## config.mk

```make
export PLATFORM = sky130hd
export DESIGN_NAME = mod_counter_updown
export DESIGN_NICKNAME = d
export VERILOG_FILES = /design/src/rtl/mod_counter_updown.sv
export SDC_FILE = /design/constraint.sdc
export NUM_CORES = 1
export LEC_CHECK = 0
export ABC_AREA = 1
export BUFFER_PORTS_ARGS = -buffer_cell sky130_fd_sc_hd__buf_2
export CAP_MARGIN = 30
export CORE_UTILIZATION = 44
export CTS_BUF_LIST = sky130_fd_sc_hd__clkbuf_16
export DETAILED_ROUTE_END_ITERATION = 10
export GPL_ROUTABILITY_DRIVEN = 1
export PLACE_DENSITY_LB_ADDON = 0.15
export REMOVE_ABC_BUFFERS = 1
export SYNTH_ARGS = -nofsm -noshare
export SYNTH_HDL_FRONTEND = slang
export SYNTH_SLANG_ARGS = --single-unit
```

## constraint.sdc

```tcl
create_clock -name clk -period 1.4 [get_ports clk]
set_input_delay 0.21 -clock clk [delete_from_list [all_inputs] [get_ports clk]]
set_output_delay 0.21 -clock clk [all_outputs]
set_load 0.01 [all_outputs]
```

## src/rtl/mod_counter_updown.sv

```systemverilog
// Up/down modulo counter with clear/load, one-shot halt, wrap pulse and done status.
// Optional prescaler on the count advance, enabled with `define PRESCALER_EN.
package mod_counter_updown_pkg;
  function automatic int f_clog2(input int v);
    int r;
    r = 0;
    for (int i = 0; i < 31; i++) begin
      if ((1 << i) < v) r = i + 1;
    end
    return r;
  endfunction
endpackage

module mod_counter_updown #(
  parameter int MAX_VALUE  = 24,
  parameter int INIT_VALUE = 1,
`ifdef PRESCALER_EN
  parameter int PRESCALE   = 4,
`endif
  parameter int NBITS      = mod_counter_updown_pkg::f_clog2(MAX_VALUE)
) (
  input  logic             clk,
  input  logic             reset,
  input  logic             enable,
  input  logic             clear,
  input  logic             load,
  input  logic [NBITS-1:0] load_value,
  input  logic             up_down,
  input  logic             one_shot,
  output logic [NBITS-1:0] counter,
  output logic             flag,
  output logic             wrap,
`ifdef PRESCALER_EN
  output logic             tick,
`endif
  output logic             done
);

  typedef enum logic {S_RUN = 1'b0, S_HALT = 1'b1} state_t;

  localparam logic [NBITS-1:0] LV_MAX  = NBITS'(MAX_VALUE - 1);
  localparam logic [NBITS-1:0] LV_INIT = NBITS'(INIT_VALUE);
  localparam logic [NBITS-1:0] LV_ONE  = NBITS'(1);

  state_t           r_state;
  logic [NBITS-1:0] r_counter;
  logic             r_wrap;
  logic             r_done;

  logic [NBITS-1:0] w_load_clamped;
  logic [NBITS-1:0] w_next;
  logic [NBITS-1:0] w_reload;
  logic             w_terminal;
  logic             w_run_en;
  logic             w_step;

  // Terminal values are detected before stepping, so +1/-1 never leave the range.
  assign w_load_clamped = (load_value > LV_MAX) ? LV_MAX : load_value;
  assign w_terminal     = up_down ? (r_counter == LV_MAX) : (r_counter == '0);
  assign w_next         = up_down ? (r_counter + LV_ONE) : (r_counter - LV_ONE);
  assign w_reload       = up_down ? '0 : LV_MAX;
  assign w_run_en       = enable && (r_state == S_RUN);

`ifdef PRESCALER_EN
  localparam int PBITS = (mod_counter_updown_pkg::f_clog2(PRESCALE) < 1) ? 1 :
                         mod_counter_updown_pkg::f_clog2(PRESCALE);
  localparam logic [PBITS-1:0] PV_MAX = PBITS'(PRESCALE - 1);
  localparam logic [PBITS-1:0] PV_ONE = PBITS'(1);

  logic [PBITS-1:0] r_pre;
  logic             w_pre_hit;

  assign w_pre_hit = (r_pre == PV_MAX);
  assign w_step    = w_run_en && w_pre_hit;
  assign tick      = w_step;

  // Wraps to 0 on every main-counter step, which also covers entry to HALT.
  always_ff @(posedge clk or negedge reset) begin
    if (!reset) begin
      r_pre <= '0;
    end else if (clear || load) begin
      r_pre <= '0;
    end else if (w_run_en) begin
      r_pre <= w_pre_hit ? '0 : (r_pre + PV_ONE);
    end
  end
`else
  assign w_step = w_run_en;
`endif

  always_ff @(posedge clk or negedge reset) begin
    if (!reset) begin
      r_state   <= S_RUN;
      r_counter <= LV_INIT;
      r_wrap    <= 1'b0;
      r_done    <= 1'b0;
    end else if (clear) begin
      r_state   <= S_RUN;
      r_counter <= '0;
      r_wrap    <= 1'b0;
      r_done    <= 1'b0;
    end else if (load) begin
      r_state   <= S_RUN;
      r_counter <= w_load_clamped;
      r_wrap    <= 1'b0;
      r_done    <= 1'b0;
    end else if (w_step) begin
      if (w_terminal) begin
        r_wrap <= 1'b1;
        if (one_shot) begin
          r_state <= S_HALT;
          r_done  <= 1'b1;
        end else begin
          r_counter <= w_reload;
        end
      end else begin
        r_counter <= w_next;
        r_wrap    <= 1'b0;
      end
    end else begin
      r_wrap <= 1'b0;
    end
  end

  assign counter = r_counter;
  assign flag    = (r_counter == '0);
  assign wrap    = r_wrap;
  assign done    = r_done;

endmodule

```

# == After elaboration in Yosys (flattened, before gate mapping) ==
# Cells that the tools add are included.
# totals
reg_bits,7
output_inout_bits,8
wordCells,34
inputBits,12
# classes
n_eq_ne,2
n_addsub,2
magnitude_cmp,1
mux,18
bitwise_logic,1
n_reduce_logical,7
# op_table
cell,n
5-bit 2-to-1 mux,8
1-bit 2-to-1 mux,10
3-bit nonzero test,3
"5-bit by 1-bit adder with 5-bit output, second input constant",1
"5-bit == test, second input constant",1
"5-bit greater-than comparator, second input constant",1
5-bit logical NOT,1
"5-bit by 1-bit subtractor with 5-bit output, second input constant",1
"4-bit != test, second input constant",1
3-bit AND reduction,1
2-bit AND reduction,1
1-bit logical AND,1
1-bit inverter,1

# == Depth between registers and ports, before layout ==
# Gate-level depths: netlist of the first run.
# depth
ltp_word,6
depth_mapped,10
ltp_nobuf,10

# == Least setup slack after synthesis of the first run ==
# Ideal clock, no wire load.
# synth_path
path_type,reg2reg
startpoint,"register r_counter[1], in the netlist counter[1]"
endpoint,"register r_counter[4], in the netlist counter[4]"
arrival_ns,1.319
setup_time_ns,0.117
path_slack_ns,-0.036
n_path_buf,0
stages_incl_launch_ff,10
synth_period_minus_slack_ns,1.436
t_required_ns,1.283
cell_sequence,dfrtp_1 fa_1 nand3_1 nand2_1 nand2_1 nand3_1 nand2_1 nand2_1 nand3_1 nand2_1
# synth_via
elab_chain_len,6
elab_cells_between_ends,12
cone_classes,2 x add/sub; 2 x eq/ne; 6 x mux; 2 x reduce/logical
# synth_rtl
element,line,source
"start, declared",46,logic [NBITS-1:0] r_counter;
"start signal, assigned",104,r_counter <= w_load_clamped;
"start signal, assigned",114,r_counter <= w_reload;
"start signal, assigned",117,r_counter <= w_next;
"5-bit by 1-bit subtractor with 5-bit output, or another cell as far along",60,assign w_next = up_down ? (r_counter + LV_ONE) : (r_counter - LV_ONE);
5-bit 2-to-1 mux or 1-bit 2-to-1 mux (tied branches),"60, 59",
5-bit 2-to-1 mux,108,if (w_terminal) begin
5-bit 2-to-1 mux,107,end else if (w_step) begin
5-bit 2-to-1 mux,102,end else if (load) begin
5-bit 2-to-1 mux,97,end else if (clear) begin
# Parallel ways exist; a longest one is shown, timed or not. The select of a mux whose other input is x is not followed.
# A chain may end at the register's enable or synchronous reset.

# == Worst setup path after layout of the first run ==
# layout_path
startpoint,"register r_counter[0], in the netlist counter[0]"
endpoint,"register r_counter[1], in the netlist counter[1]"
# Same word-level chain as after synthesis.

==> results of run 1 <==
==> final cells by class <==
| cell class | count | area [um2] |
|---|---|---|
| Inverter | 10 | 37.5 |
| Multi-Input combinational cell | 74 | 539 |
| Tap cell | 15 | 18.8 |
| Fill cell | 84 | 270 |
| Clock inverter | 1 | 3.75 |
| Sequential cell | 7 | 176 |
| Timing Repair Buffer | 35 | 229 |
| Clock buffer | 3 | 75.1 |
==> kinds of logic after synthesis <==
kind of cell / synth area share [%]
AOI/OAI and AO/OA: 10.5
xor gates and xnor gates: 1.34
and+or+nand+nor: 46.8
adders and majority gates: 8.78
buffers and inverters: 5.72
DFF: 26.9
==> critical path: cells and delay by family (launching register included) <==
kind | cells | cell delay, ns
compound gates | 1 | 0.06
simple gates | 4 | 0.22
fa+ha+maj | 1 | 0.46
flops | 1 | 0.56
buf+inv | 1 | 0.07
==> metrics by stage <==
step                setup TNS (ns)  utilization (%)  area, um2
global route                -0.790             80.0       1080
floorplan                  -0.0925                -        656
global placement            -0.426             62.6        845
detailed placement          -0.549             62.6        845
CTS                         -0.134             72.2        975
finish                      -0.272             80.0       1080
==> per-layer routing <==
metal | track usage, % | wire (um) | vias to the layer above
li1 | - | - | 374
met5 | 0 | 0 | -
met2 | 40.9 | 1100 | 37
met4 | 5.00 | 33 | 0
met3 | 3.33 | 114 | 5
met1 | 28.2 | 795 | 342
==> what timing repair did <==
item,4_1_cts,5_1_grt
resized for setup,6,17
pin swaps,1,16
endpoints found under the setup margin,5,6
setup buffers,1,4
hold buffers,1,0
hold endpoints to repair,6,0
==> path summary, 6_finish.rpt <==
check | startpoint | slack (ns) | to | cells past startpoint
setup / recovery | counter[0]$_DFFE_PN1P_ | -0.08 | counter[1]$_DFFE_PN0P_ | 7
setup reg to reg | counter[0]$_DFFE_PN1P_ | -0.08 | counter[1]$_DFFE_PN0P_ | 7
hold reg to reg | done$_DFFE_PN0P_ | 0.60 | done$_DFFE_PN0P_ | 2
min in group asynchronous | reset | 0.34 | done$_DFFE_PN0P_ | 2
hold / removal | enable | 0.31 | done$_DFFE_PN0P_ | 3
max in group asynchronous | reset | 0.83 | counter[0]$_DFFE_PN1P_ | 2
==> flip-flops by register name, summed over array words and instances, names as in the netlist <==
| signal | flops |
|---|---|
| counter | 5 |
| wrap | 1 |
| done | 1 |
==> power breakdown <==
| part | switching [mW] | internal (mW) |
|---|---|---|
| Clock | 0.113 | 0.372 |
| Combinational | 0.267 | 0.245 |
| Sequential | 0.0233 | 0.226 |
==> layout by cell type (no fill, tap or decap), drive strengths merged <==
cell type / count
a21boi: 1
a21oi: 6
a221oi: 1
and3: 1
buf: 34
clkbuf: 3
dfrtp: 6
dfstp: 1
dlygate4sd3: 1
fa: 1
ha: 3
inv: 11
nand2: 38
nand3: 8
nand3b: 2
nand4: 1
nor2: 8
o21ai: 3
xnor2: 1
==> out/results.tsv, run 1 <==
metric	value	unit
status	finished, violations left	
violated checks	setup timing	
Seq/Total Area, Yosys	26.9	%
H-tree levels	1	
Num CTS Buffers	3	
die area	1650	um2
hpwl dp	1.28	mm
Clock transition at path regs	0.04	ns
CP dominant cell by count	nand2_1	
slowest cell on the critical path	dfstp_2	
CTS Root Cell	clkbuf_16	
Initial Util	48.6	%
CTS tree	done	
Hold Crit Class	input port to flop	
vias per inst	5.23	
largest net degree at the start of global routing	9	
Post-Route WL	2.05	mm
gp weighted congestion	0.788	
worst path cell trace	fa_2, inv_2, nand2_2, nand2_1, nand2_1, nand2_1, o21ai_2	
Post-synth top cells	nand2_1 (35), inv_1 (9), nand3_1 (7)	
PnR worst setup slack	-0.0772	ns
die width	40.6	um
Final Critical Period	1.48	ns
cell taking the most area after synthesis	dfrtp_1	
detailed router's first-iteration violation count	29	
MaxCap Viol Count	0	
Area contributors post-synth	dfrtp_1 (23%), nand2_1 (20%), ha_1 (5.7%), nand3_1 (5.3%), inv_1 (5.2%)	
fmax	0.677	GHz
Worst setup SP type	flop	
All-Layer GR Usage	22.8	%
Ys Warns	0	
Synth top area share	22.9	%
endpoints failing setup	6	
synthesized area per cell	7.20	um2
Primary FF master, synth	dfrtp_1	
insertion delay to the later sink of the worst-skew pair	0.23	ns
wire per inst	14.1	um
first-pass GRT wire length	2.44	mm
fin cells	145	
final net count	147	
final hold vios	0	
Max Root-Sink Buffers	2	
Yosys cell types	24	
RSZ-0062 raised after global routing	yes	
Port Buffer Count	19	
minimum hold slack	0.314	ns
skew final	0.000693	ns
post-synthesis async set-or-reset flop share	100	%
Final Max Slew Viols	0	
Vias	758	
dpl ws	-0.228	ns
Area Growth Syn to Fin	64.7	%
initial antenna violation count	0	
arrival time worst endpoint	1.60	ns
#FFs+latches synth	7	
Ports	20	
synthesized area	656	um2
global route overflow	0	
Crit Path Class	flop to flop	
total power	1.25	mW
cell count after placement	135	
Worst Path Required	1.52	ns
Post-DRT Antenna Nets	0	
DR DRC count	0	
PD cells	1150	nW/um2
core area	1350	um2
Worst slew margin	73.0	%
Inserted Diodes	0	
count leader, synth	nand2_1	
crit path capture type	flop	
worst-margin pin slew	0.404	ns
Syn Inst Count	91	
critical path peak fanout	4	
Post-synth EDFFs	0	
CTS sink cnt	7	
ratio of cells with drive above 1 in the final layout	51.5	%
1st-pass router iterations	4	
row cnt	13	
CP peak stage delay	0.56	ns
Die Ht	40.6	um
VDD IR max	664	uV
Final Cycle Share	106	%
Static Leak	0.589	nW
number of global-route vias before repair	581	
(Power assumes the default switching activity.)
==> inputs of run 2 (changes only) <==
--- a/config.mk
+++ b/config.mk
@@ -8,10 +8,13 @@
 export ABC_AREA = 1
 export BUFFER_PORTS_ARGS = -buffer_cell sky130_fd_sc_hd__buf_2
 export CAP_MARGIN = 30
-export CORE_UTILIZATION = 44
+export CELL_PAD_IN_SITES_DETAIL_PLACEMENT = 0
+export CELL_PAD_IN_SITES_GLOBAL_PLACEMENT = 1
+export CORE_UTILIZATION = 31
 export CTS_BUF_LIST = sky130_fd_sc_hd__clkbuf_16
 export DETAILED_ROUTE_END_ITERATION = 10
 export GPL_ROUTABILITY_DRIVEN = 1
+export MAX_ROUTING_LAYER = met4
 export PLACE_DENSITY_LB_ADDON = 0.15
 export REMOVE_ABC_BUFFERS = 1
 export SYNTH_ARGS = -nofsm -noshare
==> run 2 against run 1 <==
Clock skew about the same. Sequential share of layout area up 0.097 points. Largest power group is now clock. Flip-flop and latch count unchanged. The run still ends with setup timing left. Register-to-register slack about the same. Highest routed layer unchanged.
==> out/results.tsv, run 2 (synthesized netlist as in run 1, its figures left out) <==
metric	value	unit
status	finished, violations left	
violated checks	setup timing	
Largest register FFs	5	
Area after DPL	867	um2
arrival time worst endpoint	1.58	ns
worst-margin pin slew	0.261	ns
crit path capture type	flop	
largest net degree at the start of global routing	9	
Final Cycle Share	105	%
DR DRC count	0	
worst path cell trace	fa_2, inv_2, nand2_2, nand2_1, nand2_1, nand2_2, o21ai_2	
vias per inst	4.57	
Post-DRT Antenna Nets	0	
Inserted Diodes	0	
final core utilization	54.5	%
critical path peak fanout	5	
fin cells	157	
Worst slew margin	82.6	%
MaxCap Viol Count	0	
skew final	0.000816	ns
CTS tree	done	
insertion delay to the later sink of the worst-skew pair	0.23	ns
Port Buffer Count	19	
hpwl dp	1.24	mm
Die Ht	48.0	um
number of global-route vias before repair	596	
Vias	717	
Ports	20	
RSZ-0062 raised after global routing	yes	
Clock transition at path regs	0.03	ns
die area	2300	um2
most frequent cells in the layout	nand2_1 (29), buf_2 (19), buf_4 (12)	
ratio of cells with drive above 1 in the final layout	52.3	%
slowest cell on the critical path	dfstp_2	
Final Critical Period	1.46	ns
row cnt	16	
Worst setup SP type	flop	
PD cells	1100	nW/um2
Crit Path Class	flop to flop	
gp weighted congestion	0.791	
cell count after placement	148	
initial antenna violation count	0	
Area Growth Syn to Fin	64.9	%
kind of cell adding the most delay to the critical path	flip-flops	
CTS sink cnt	7	
Initial Util	33.1	%
Num CTS Buffers	3	
global route overflow	0	
All-Layer GR Usage	16.8	%
H-tree levels	1	
Static Leak	0.582	nW
final net count	147	
Worst Path Required	1.52	ns
VDD IR max	773	uV
Max Root-Sink Buffers	2	
CTS Root Cell	clkbuf_16	
Hold Crit Class	input port to flop	
WP buf/inv	1	
endpoints failing setup	4	
1st-pass router iterations	3	
commonest non-fill, non-tap cell in the layout	nand2_1	
final hold vios	0	
first-pass GRT wire length	2.57	mm
die width	48.0	um
wire per inst	10.7	um
Final Max Slew Viols	0	
fmax	0.683	GHz
total power	1.19	mW
Final Cell Area	1080	um2
Post-Route WL	1.69	mm
core area	1980	um2
detailed router's first-iteration violation count	7	
CP peak stage delay	0.58	ns
PnR worst setup slack	-0.0648	ns
run 2: changes by cell type in the layout (fill, tap and decap cells not counted):
cell	change
a21oi_1	+1
a21oi_2	-1
dfrtp_1	-1
dfrtp_2	+1
ha_1	+1
ha_4	-1
nand2_1	-2
nand2_2	+2
o21ai_1	-1
o21ai_2	+1
xnor2_1	+1
xnor2_2	-1
run 2: metal layers:
metal	routed length, um	GRT usage (%)	part of all wire (%)	vias to the layer above
met1	778	20.2	46	326
met3	32	2.26	1.9	3
met2	850	27.3	50	15
met5	0	-	0	-
met4	24	8.33	1.4	0
li1	-	-	-	373
run 2: final timing paths:
kind                       cells past startpoint                    from                endpoint  slack (ns)
max                                            7  counter[0]$_DFFE_PN1P_  counter[1]$_DFFE_PN0P_       -0.06
min                                            3                  enable        done$_DFFE_PN0P_        0.24
max reg2reg                                    7  counter[0]$_DFFE_PN1P_  counter[1]$_DFFE_PN0P_       -0.06
min reg2reg                                    2        done$_DFFE_PN0P_        done$_DFFE_PN0P_        0.53
max in group asynchronous                      2                   reset  counter[0]$_DFFE_PN1P_        0.82
min in group asynchronous                      2                   reset        done$_DFFE_PN0P_        0.35
run 2: tightest hold or removal path, cell delays in order:
cell and delay, ns:
buf_2 0.11, nand3_2 0.06, a21boi_1 0.05
run 2: where the power goes:
group | switching (mW) | internal [mW]
Clock | 0.104 | 0.371
Combinational | 0.242 | 0.225
Sequential | 0.0252 | 0.227
Total | 0.370 | 0.823
run 2: cell type report:
cell class,instances,area [um2]
multi-input cells,74,524
inverters,10,37.5
repair buffers,35,229
fillers,197,901
well taps,27,33.8
clock inverters,1,3.75
clock buffers,3,75.1
flip-flops and latches,7,178
run 2: metrics by stage:
step                      worst slack, ns  hold slack [ns]  setup TNS (ns)
after floorplan                   -0.0364          -0.0856         -0.0925
after global placement             -0.126           0.0453          -0.336
after detailed placement           -0.165           0.0512          -0.394
after CTS                         -0.0695            0.250          -0.230
after global routing               -0.142            0.261          -0.451
final                             -0.0648            0.243          -0.114
run 2: repair_timing:
item,4_1_cts,5_1_grt
hold buffers,1,0
pin swaps,1,11
endpoints found under the setup margin,5,7
endpoints found under the hold margin,6,0
buffers inserted,1,3
gates resized for setup,5,18
